`src/rtl/smi_pkg.sv`:
```
// Shared definitions for the SMI (MDIO) responder: FSM states, opcodes,
// register addresses and register constants.
package smi_pkg;

    typedef enum logic [3:0] {
        S_PRE,
        S_ST,
        S_OP,
        S_PHYAD,
        S_REGAD,
        S_TA,
        S_RD_DATA,
        S_WR_DATA,
        S_SKIP
    } smi_state_e;

    localparam logic [1:0] OP_READ  = 2'b10;
    localparam logic [1:0] OP_WRITE = 2'b01;

    localparam logic [4:0] REG_BMCR    = 5'd0;
    localparam logic [4:0] REG_BMSR    = 5'd1;
    localparam logic [4:0] REG_ID1     = 5'd2;
    localparam logic [4:0] REG_ID2     = 5'd3;
    localparam logic [4:0] REG_PHYSTAT = 5'd17;

    localparam logic [15:0] BMCR_RESET = 16'h1140;
    localparam logic [15:0] BMSR_BASE  = 16'h7949;
    // BMCR bits 15 (reset) and 9 (restart AN) act as strobes, never stored.
    localparam logic [15:0] BMCR_SC_MASK = 16'h8200;

endpackage

```
`src/rtl/smi_sync_edge.sv`:
```
// Two-flop synchronisers for MDC and MDIO plus an MDC rising-edge strobe.
// Ports:
//   clk, rst_n      - system clock, synchronous active-low reset
//   mdc_i, mdio_i   - asynchronous management clock / data inputs
//   mdc_rise_o      - one-clk pulse per synchronised MDC rising edge
//   mdio_s_o        - synchronised MDIO, aligned with mdc_rise_o
module smi_sync_edge (
    input  logic clk,
    input  logic rst_n,
    input  logic mdc_i,
    input  logic mdio_i,
    output logic mdc_rise_o,
    output logic mdio_s_o
);

    logic [1:0] mdc_q;
    logic [1:0] mdio_q;
    logic       mdc_prev_q;

    always_ff @(posedge clk) begin
        if (!rst_n) begin
            mdc_q      <= 2'b11;
            mdio_q     <= 2'b11;
            mdc_prev_q <= 1'b1;
        end else begin
            mdc_q      <= {mdc_q[0], mdc_i};
            mdio_q     <= {mdio_q[0], mdio_i};
            mdc_prev_q <= mdc_q[1];
        end
    end

    assign mdc_rise_o = mdc_q[1] & ~mdc_prev_q;
    assign mdio_s_o   = mdio_q[1];

endmodule

```
`src/rtl/smi_responder.sv`:
```
// Clause-22 style MDIO management responder with a small register map
// (BMCR, BMSR, PHY IDs, PHY status at reg 17).
// Ports:
//   clk, rst_n          - system clock (>= 8x MDC), synchronous active-low reset
//   mdc, mdio_i         - management clock and sampled MDIO line
//   mdio_o, mdio_oe     - MDIO drive value / enable for the top-level pad
//   link_up, speed      - live status reported through BMSR and reg 17
//   bmcr                - current control register
//   sw_reset, an_restart- one-clk strobes from BMCR bits 15 / 9
//
// state     | meaning
// S_PRE     | counting preamble ones
// S_ST      | expecting second start bit (1)
// S_OP      | collecting 2-bit opcode
// S_PHYAD   | shifting in PHY address
// S_REGAD   | shifting in register address
// S_TA      | turnaround; read latches data and starts driving 0
// S_RD_DATA | driving 16 read data bits
// S_WR_DATA | shifting in 16 write data bits
// S_SKIP    | frame for another PHY, waiting out TA + data
module smi_responder
    import smi_pkg::*;
#(
    parameter logic [4:0]  PHY_ADDR = 5'd1,
    parameter logic [15:0] PHY_ID1  = 16'h001C,
    parameter logic [15:0] PHY_ID2  = 16'hC915,
    parameter int          PRE_MIN  = 32
) (
    input  logic        clk,
    input  logic        rst_n,
    input  logic        mdc,
    input  logic        mdio_i,
    output logic        mdio_o,
    output logic        mdio_oe,
    input  logic        link_up,
    input  logic [1:0]  speed,
    output logic [15:0] bmcr,
    output logic        sw_reset,
    output logic        an_restart
);

    localparam int            PW      = $clog2(PRE_MIN + 1);
    localparam logic [PW-1:0] PRE_SAT = PW'(PRE_MIN);

    smi_state_e    state_q, state_d;
    logic [PW-1:0] pre_cnt_q, pre_cnt_d;
    logic [4:0]    bit_cnt_q, bit_cnt_d;
    logic [15:0]   shift_q, shift_d;
    logic [4:0]    regad_q, regad_d;
    logic          is_read_q, is_read_d;
    logic          phy_match_q, phy_match_d;
    logic          mdio_o_q, mdio_o_d;
    logic          mdio_oe_q, mdio_oe_d;
    logic [15:0]   bmcr_q, bmcr_d;
    logic          sw_reset_q, sw_reset_d;
    logic          an_restart_q, an_restart_d;

    logic          mdc_rise;
    logic          mdio_s;
    logic [15:0]   sh_in;
    logic [15:0]   rd_value;

    smi_sync_edge u_sync (
        .clk        (clk),
        .rst_n      (rst_n),
        .mdc_i      (mdc),
        .mdio_i     (mdio_i),
        .mdc_rise_o (mdc_rise),
        .mdio_s_o   (mdio_s)
    );

    assign sh_in = {shift_q[14:0], mdio_s};

    always_comb begin
        rd_value = 16'h0000;
        case (regad_q)
            REG_BMCR:    rd_value = bmcr_q;
            REG_BMSR:    rd_value = {BMSR_BASE[15:3], link_up, BMSR_BASE[1:0]};
            REG_ID1:     rd_value = PHY_ID1;
            REG_ID2:     rd_value = PHY_ID2;
            REG_PHYSTAT: rd_value = {speed, 1'b1, 1'b1, link_up, 11'd0};
            default:     rd_value = 16'h0000;
        endcase
    end

    always_comb begin
        state_d      = state_q;
        pre_cnt_d    = pre_cnt_q;
        bit_cnt_d    = bit_cnt_q;
        shift_d      = shift_q;
        regad_d      = regad_q;
        is_read_d    = is_read_q;
        phy_match_d  = phy_match_q;
        mdio_o_d     = mdio_o_q;
        mdio_oe_d    = mdio_oe_q;
        bmcr_d       = bmcr_q;
        sw_reset_d   = 1'b0;
        an_restart_d = 1'b0;

        if (mdc_rise) begin
            case (state_q)
                S_PRE: begin
                    if (mdio_s) begin
                        if (pre_cnt_q != PRE_SAT) pre_cnt_d = pre_cnt_q + PW'(1);
                    end else begin
                        // count saturates at PRE_SAT, so equality means ">= PRE_MIN"
                        if (pre_cnt_q == PRE_SAT) state_d = S_ST;
                        pre_cnt_d = '0;
                    end
                end
                S_ST: begin
                    bit_cnt_d = 5'd0;
                    state_d   = mdio_s ? S_OP : S_PRE;
                end
                S_OP: begin
                    shift_d = sh_in;
                    if (bit_cnt_q == 5'd0) begin
                        bit_cnt_d = 5'd1;
                    end else begin
                        bit_cnt_d = 5'd0;
                        if (sh_in[1:0] == OP_READ) begin
                            is_read_d = 1'b1;
                            state_d   = S_PHYAD;
                        end else if (sh_in[1:0] == OP_WRITE) begin
                            is_read_d = 1'b0;
                            state_d   = S_PHYAD;
                        end else begin
                            state_d = S_PRE;
                        end
                    end
                end
                S_PHYAD: begin
                    shift_d = sh_in;
                    if (bit_cnt_q == 5'd4) begin
                        phy_match_d = (sh_in[4:0] == PHY_ADDR);
                        bit_cnt_d   = 5'd0;
                        state_d     = S_REGAD;
                    end else begin
                        bit_cnt_d = bit_cnt_q + 5'd1;
                    end
                end
                S_REGAD: begin
                    shift_d = sh_in;
                    if (bit_cnt_q == 5'd4) begin
                        regad_d   = sh_in[4:0];
                        bit_cnt_d = 5'd0;
                        state_d   = phy_match_q ? S_TA : S_SKIP;
                    end else begin
                        bit_cnt_d = bit_cnt_q + 5'd1;
                    end
                end
                S_TA: begin
                    if (bit_cnt_q == 5'd0) begin
                        bit_cnt_d = 5'd1;
                        if (is_read_q) begin
                            // snapshot of live status so the frame stays coherent
                            shift_d   = rd_value;
                            mdio_oe_d = 1'b1;
                            mdio_o_d  = 1'b0;
                        end
                    end else begin
                        bit_cnt_d = 5'd0;
                        if (is_read_q) begin
                            mdio_o_d = shift_q[15];
                            shift_d  = {shift_q[14:0], 1'b0};
                            state_d  = S_RD_DATA;
                        end else begin
                            state_d = S_WR_DATA;
                        end
                    end
                end
                S_RD_DATA: begin
                    if (bit_cnt_q == 5'd15) begin
                        bit_cnt_d = 5'd0;
                        mdio_oe_d = 1'b0;
                        mdio_o_d  = 1'b1;
                        state_d   = S_PRE;
                    end else begin
                        bit_cnt_d = bit_cnt_q + 5'd1;
                        mdio_o_d  = shift_q[15];
                        shift_d   = {shift_q[14:0], 1'b0};
                    end
                end
                S_WR_DATA: begin
                    shift_d = sh_in;
                    if (bit_cnt_q == 5'd15) begin
                        bit_cnt_d = 5'd0;
                        state_d   = S_PRE;
                        if (regad_q == REG_BMCR) begin
                            if (sh_in[15]) begin
                                sw_reset_d = 1'b1;
                                bmcr_d     = BMCR_RESET;
                            end else begin
                                bmcr_d       = sh_in & ~BMCR_SC_MASK;
                                an_restart_d = sh_in[9];
                            end
                        end
                    end else begin
                        bit_cnt_d = bit_cnt_q + 5'd1;
                    end
                end
                S_SKIP: begin
                    if (bit_cnt_q == 5'd17) begin
                        bit_cnt_d = 5'd0;
                        state_d   = S_PRE;
                    end else begin
                        bit_cnt_d = bit_cnt_q + 5'd1;
                    end
                end
                default: begin
                    state_d   = S_PRE;
                    pre_cnt_d = '0;
                    bit_cnt_d = 5'd0;
                end
            endcase
        end
    end

    always_ff @(posedge clk) begin
        if (!rst_n) begin
            state_q      <= S_PRE;
            pre_cnt_q    <= '0;
            bit_cnt_q    <= 5'd0;
            shift_q      <= 16'h0000;
            regad_q      <= 5'd0;
            is_read_q    <= 1'b0;
            phy_match_q  <= 1'b0;
            mdio_o_q     <= 1'b1;
            mdio_oe_q    <= 1'b0;
            bmcr_q       <= BMCR_RESET;
            sw_reset_q   <= 1'b0;
            an_restart_q <= 1'b0;
        end else begin
            state_q      <= state_d;
            pre_cnt_q    <= pre_cnt_d;
            bit_cnt_q    <= bit_cnt_d;
            shift_q      <= shift_d;
            regad_q      <= regad_d;
            is_read_q    <= is_read_d;
            phy_match_q  <= phy_match_d;
            mdio_o_q     <= mdio_o_d;
            mdio_oe_q    <= mdio_oe_d;
            bmcr_q       <= bmcr_d;
            sw_reset_q   <= sw_reset_d;
            an_restart_q <= an_restart_d;
        end
    end

    assign mdio_o     = mdio_o_q;
    assign mdio_oe    = mdio_oe_q;
    assign bmcr       = bmcr_q;
    assign sw_reset   = sw_reset_q;
    assign an_restart = an_restart_q;

endmodule

```
`config.mk`:
```
export PLATFORM = sky130hd
export DESIGN_NAME = smi_responder
export DESIGN_NICKNAME = d
export VERILOG_FILES = /design/src/rtl/smi_pkg.sv /design/src/rtl/smi_sync_edge.sv /design/src/rtl/smi_responder.sv
export SDC_FILE = /design/constraint.sdc
export NUM_CORES = 1
export LEC_CHECK = 0
export ABC_AREA = 1
export ABC_CLOCK_PERIOD_IN_PS = 2750
export BUFFER_PORTS_ARGS = -buffer_cell sky130_fd_sc_hd__clkbuf_2
export CELL_PAD_IN_SITES_DETAIL_PLACEMENT = 0
export CELL_PAD_IN_SITES_GLOBAL_PLACEMENT = 1
export CORE_ASPECT_RATIO = 0.6
export CORE_UTILIZATION = 39
export DETAILED_ROUTE_END_ITERATION = 12
export GPL_TIMING_DRIVEN = 0
export PLACE_DENSITY_LB_ADDON = 0.3
export SYNTH_ARGS = -nofsm -noshare
export SYNTH_HDL_FRONTEND = slang
export SYNTH_SLANG_ARGS = --single-unit
```
`constraint.sdc`:
```
create_clock -name clk -period 2.75 [get_ports clk]
set_input_delay 0.275 -clock clk [delete_from_list [all_inputs] [get_ports clk]]
set_output_delay 0.275 -clock clk [all_outputs]
set_load 0.05 [all_outputs]
```
==> qor.csv <==
metric,value,unit
complex-gate fraction of the synthesized area,0.126,
worst hold path type,in -> reg,
Yosys reg bits,61,
DRC errors left,0,
Fmax achieved,481,MHz
chip height,73.5,um
Setup WS pre-CTS,704,ps
Core ar.,0.00807,mm2
placer congestion estimate,0.905,
"Slew Viols, Final",0,
Hold Startpoint,mdc,
vias in the first global route,3012,
layout cells sized above 1,0.143,
Core Rows,25,
Post-CTS Setup Bufs,0,
WL/cell,14.6,um
worst r2r src,bit_cnt_q[0],
Via density,5.09,
max-cap viol count,0,
measured slew at the worst slew-check pin,617,ps
CTS root buffer,clkbuf_16,
I/O pins,27,
CP Max Fanout,10,
Synth Area in Simple Gates,0.362,
"CTS clk-pin slew, worst paths",50,ps
hold_ws,126,ps
largest family of logic cells by synthesized area,simple AND/OR/NAND/NOR gates,
"Arr. time, crit path",2330,ps
H-tree levels,3,
Syn Inst Count,498,
DRT Pass-1 Iters,7,
"Top FF cell, synth",dfxtp_1,
Congestion Overflow GR,0,
die width,121,um
Slew HR,0.589,
Adder-Cell Fraction of Synth Area,0.0338,
ys async rst share,0,
"EDFF count, synth",0,
"Avg Cell Area, Syn",6.68,um2
post-CTS sizing,0,
ANT nets after route,0,
Yosys cell types,35,
final WL,9420,um
largest net degree at the start of global routing,11,
initial drt markers,346,
first-pass GRT wire length,15100,um
worst vdd ir,0.385,mV
minimum clock period,2080,ps
Final #Nets,550,
RSZ-0062 raised after global routing,false,
post-synth top area cell,dfxtp_1,
CP endpoint kind,register,
Logic pwr share,0.027,
die area,0.00892,mm2
Clock Sinks,61,
Ant. Diodes,0,
xor/xnor share of the synthesized area,0.00263,
Worst Clk Skew,3.12,ps
leakage power,1.67,nW
Clk pwr share,0.557,
hold buffer count at cts,0,
Synth top area share,0.367,
WS Path Type,reg -> reg,
final hold viol count,0,
Reg power frac,0.416,
P_sw,0.000450,W
Startpoint Class,register,
top post-synthesis cells by area,"dfxtp_1 37%, nand2_1 12%, nor2_1 7.4%, inv_1 7.3%, nand3_1 6.9%",
mux share of post-synthesis cell area,0,
I/O Buffers,24,
crit path launch,bit_cnt_q[0],
Netlist Area Pre-Place,0.00333,mm2
synth-to-layout area growth,17.0,%
Post-DP HPWL,7030,um
Num CTS Buffers,9,
fillcell total,871,
gr usage total,0.226,
period utilization,0.756,
DR vias,3291,
initial antenna violation count,0,
final setup vio count,0,
CTS tree,done,
setup slack after layout,672,ps
PwrDens,550,mW/mm2
Clock Latency Late Sink,330,ps
status,"finished, final reports clean",
Clock Tree Buf Depth,2,
internal cell power,0.00169,W
sequential-to-total area share from yosys stat,0.367,
Worst Path Required,3000,ps
switching share of power,0.210,
Yosys warning count,0,
setup tns final,0,ps
starting density of the core,0.412,
-- sequential cells by signal, indices dropped and copies added, names as in the netlist --
register / count
u_sync.mdc_prev_q: 1
phy_match_q: 1
state_q: 4
sw_reset: 1
regad_q: 5
bmcr: 14
mdio_o: 1
bit_cnt_q: 5
is_read_q: 1
an_restart: 1
pre_cnt_q: 6
mdio_oe: 1
u_sync.mdio_q: 2
shift_q: 16
u_sync.mdc_q: 2
-- cell usage in the layout, fill, tap and decap left out, types with 2 or more instances in the layout --
cell type,instances
bufinv_16,2
nor3_1,6
o21ai_0,23
clkbuf_2,24
conb_1,2
nor2_4,5
inv_2,4
o21ai_1,6
nor2_1,66
nand3_1,46
nand3b_1,3
buf_6,3
clkinv_2,3
o22ai_1,12
clkbuf_1,8
nand4_1,4
clkbuf_16,9
nand2_1,109
dfxtp_1,61
or2_2,4
buf_2,3
nor2_2,5
buf_4,3
nand2_2,7
nand2_4,2
a21oi_1,34
inv_1,65
ha_1,9
-- power groups by stage --
| stage | Sequential (W) | Clock, W | Combinational, W |
|---|---|---|---|
| 3_5_place_dp | 0.000910 | 0 | 0.0000574 |
| 3_3_place_gp | 0.000909 | 0 | 0.0000569 |
| 2_1_floorplan | 0.000909 | 0 | 0.0000382 |
| 6_report | 0.000891 | 0.00119 | 0.0000579 |
| 5_1_grt | 0.000891 | 0.00125 | 0.0000638 |
| 4_1_cts | 0.000891 | 0.00121 | 0.0000578 |
-- path summary, 6_finish.rpt --
| path | end | slack [ps] | depth (start not counted) |
|---|---|---|---|
| setup / recovery | bmcr[11] | 670 | 10 |
| hold / removal | u_sync.mdc_q[0] | 130 | 2 |
| setup reg to reg | bmcr[11] | 670 | 10 |
| hold reg to reg | u_sync.mdio_q[1] | 410 | 1 |
-- critical path, stage by stage, from the launching register on --
cell     delay [ps]
dfxtp_1         400
ha_1            190
nand2_1          70
nor2_1          140
ha_1            230
inv_1            90
nor3_1          190
nand3_1         130
buf_2           210
buf_6           170
o22ai_1         170
-- logic make-up (layout without fill, tap and decap cells) --
logic type | Yosys count | after routing
AND/OR/NAND/NOR | 262 | 262
buffers and inverters | 85 | 125
AO/OA/AOI/OAI | 79 | 79
flip-flops | 61 | 61
adder cells (fa/ha/maj) | 9 | 9
other | 1 | 2
XOR/XNOR | 1 | 1
-- metal layers --
metal,vias to the layer above,part of all wire,track usage
li1,1663,-,-
met1,1500,0.55,0.346
met2,118,0.36,0.306
met3,10,0.077,0.0621
met4,0,0.0085,0.0549
met5,-,0,0
-- Yosys cell counts (5+ instances only) --
| cell | instances |
|---|---|
| a21oi_1 | 34 |
| ha_1 | 9 |
| dfxtp_1 | 61 |
| nor2_4 | 5 |
| o22ai_1 | 12 |
| nand2_2 | 7 |
| nor2_1 | 66 |
| nor2_2 | 5 |
| clkbuf_1 | 6 |
| inv_1 | 65 |
| o21ai_0 | 23 |
| nand2_1 | 109 |
| o21ai_1 | 6 |
| nor3_1 | 6 |
| nand3_1 | 46 |
-- stage by stage --
stage,instances,util,cell area (um2),power [W]
detailed placement,631,0.444,3590,0.000967
global placement,631,0.444,3590,0.000966
finish,647,0.482,3890,0.00214
CTS,647,0.482,3890,0.00216
global route,647,0.482,3890,0.00220
floorplan,499,-,3330,0.000947
-- cell type report --
class                           instances  area [um2]  share of cell area
Inverter                               69         259              0.0665
Clock inverter                          5        75.1              0.0193
Multi-Input combinational cell        353        1750               0.450
Clock buffer                           11         233              0.0598
Tap cell                              108         135              0.0347
Buffer                                 16        97.6              0.0251
Sequential cell                        61        1220               0.314
Timing Repair Buffer                   24         120              0.0308
Power figures use the tool's default switching activity.
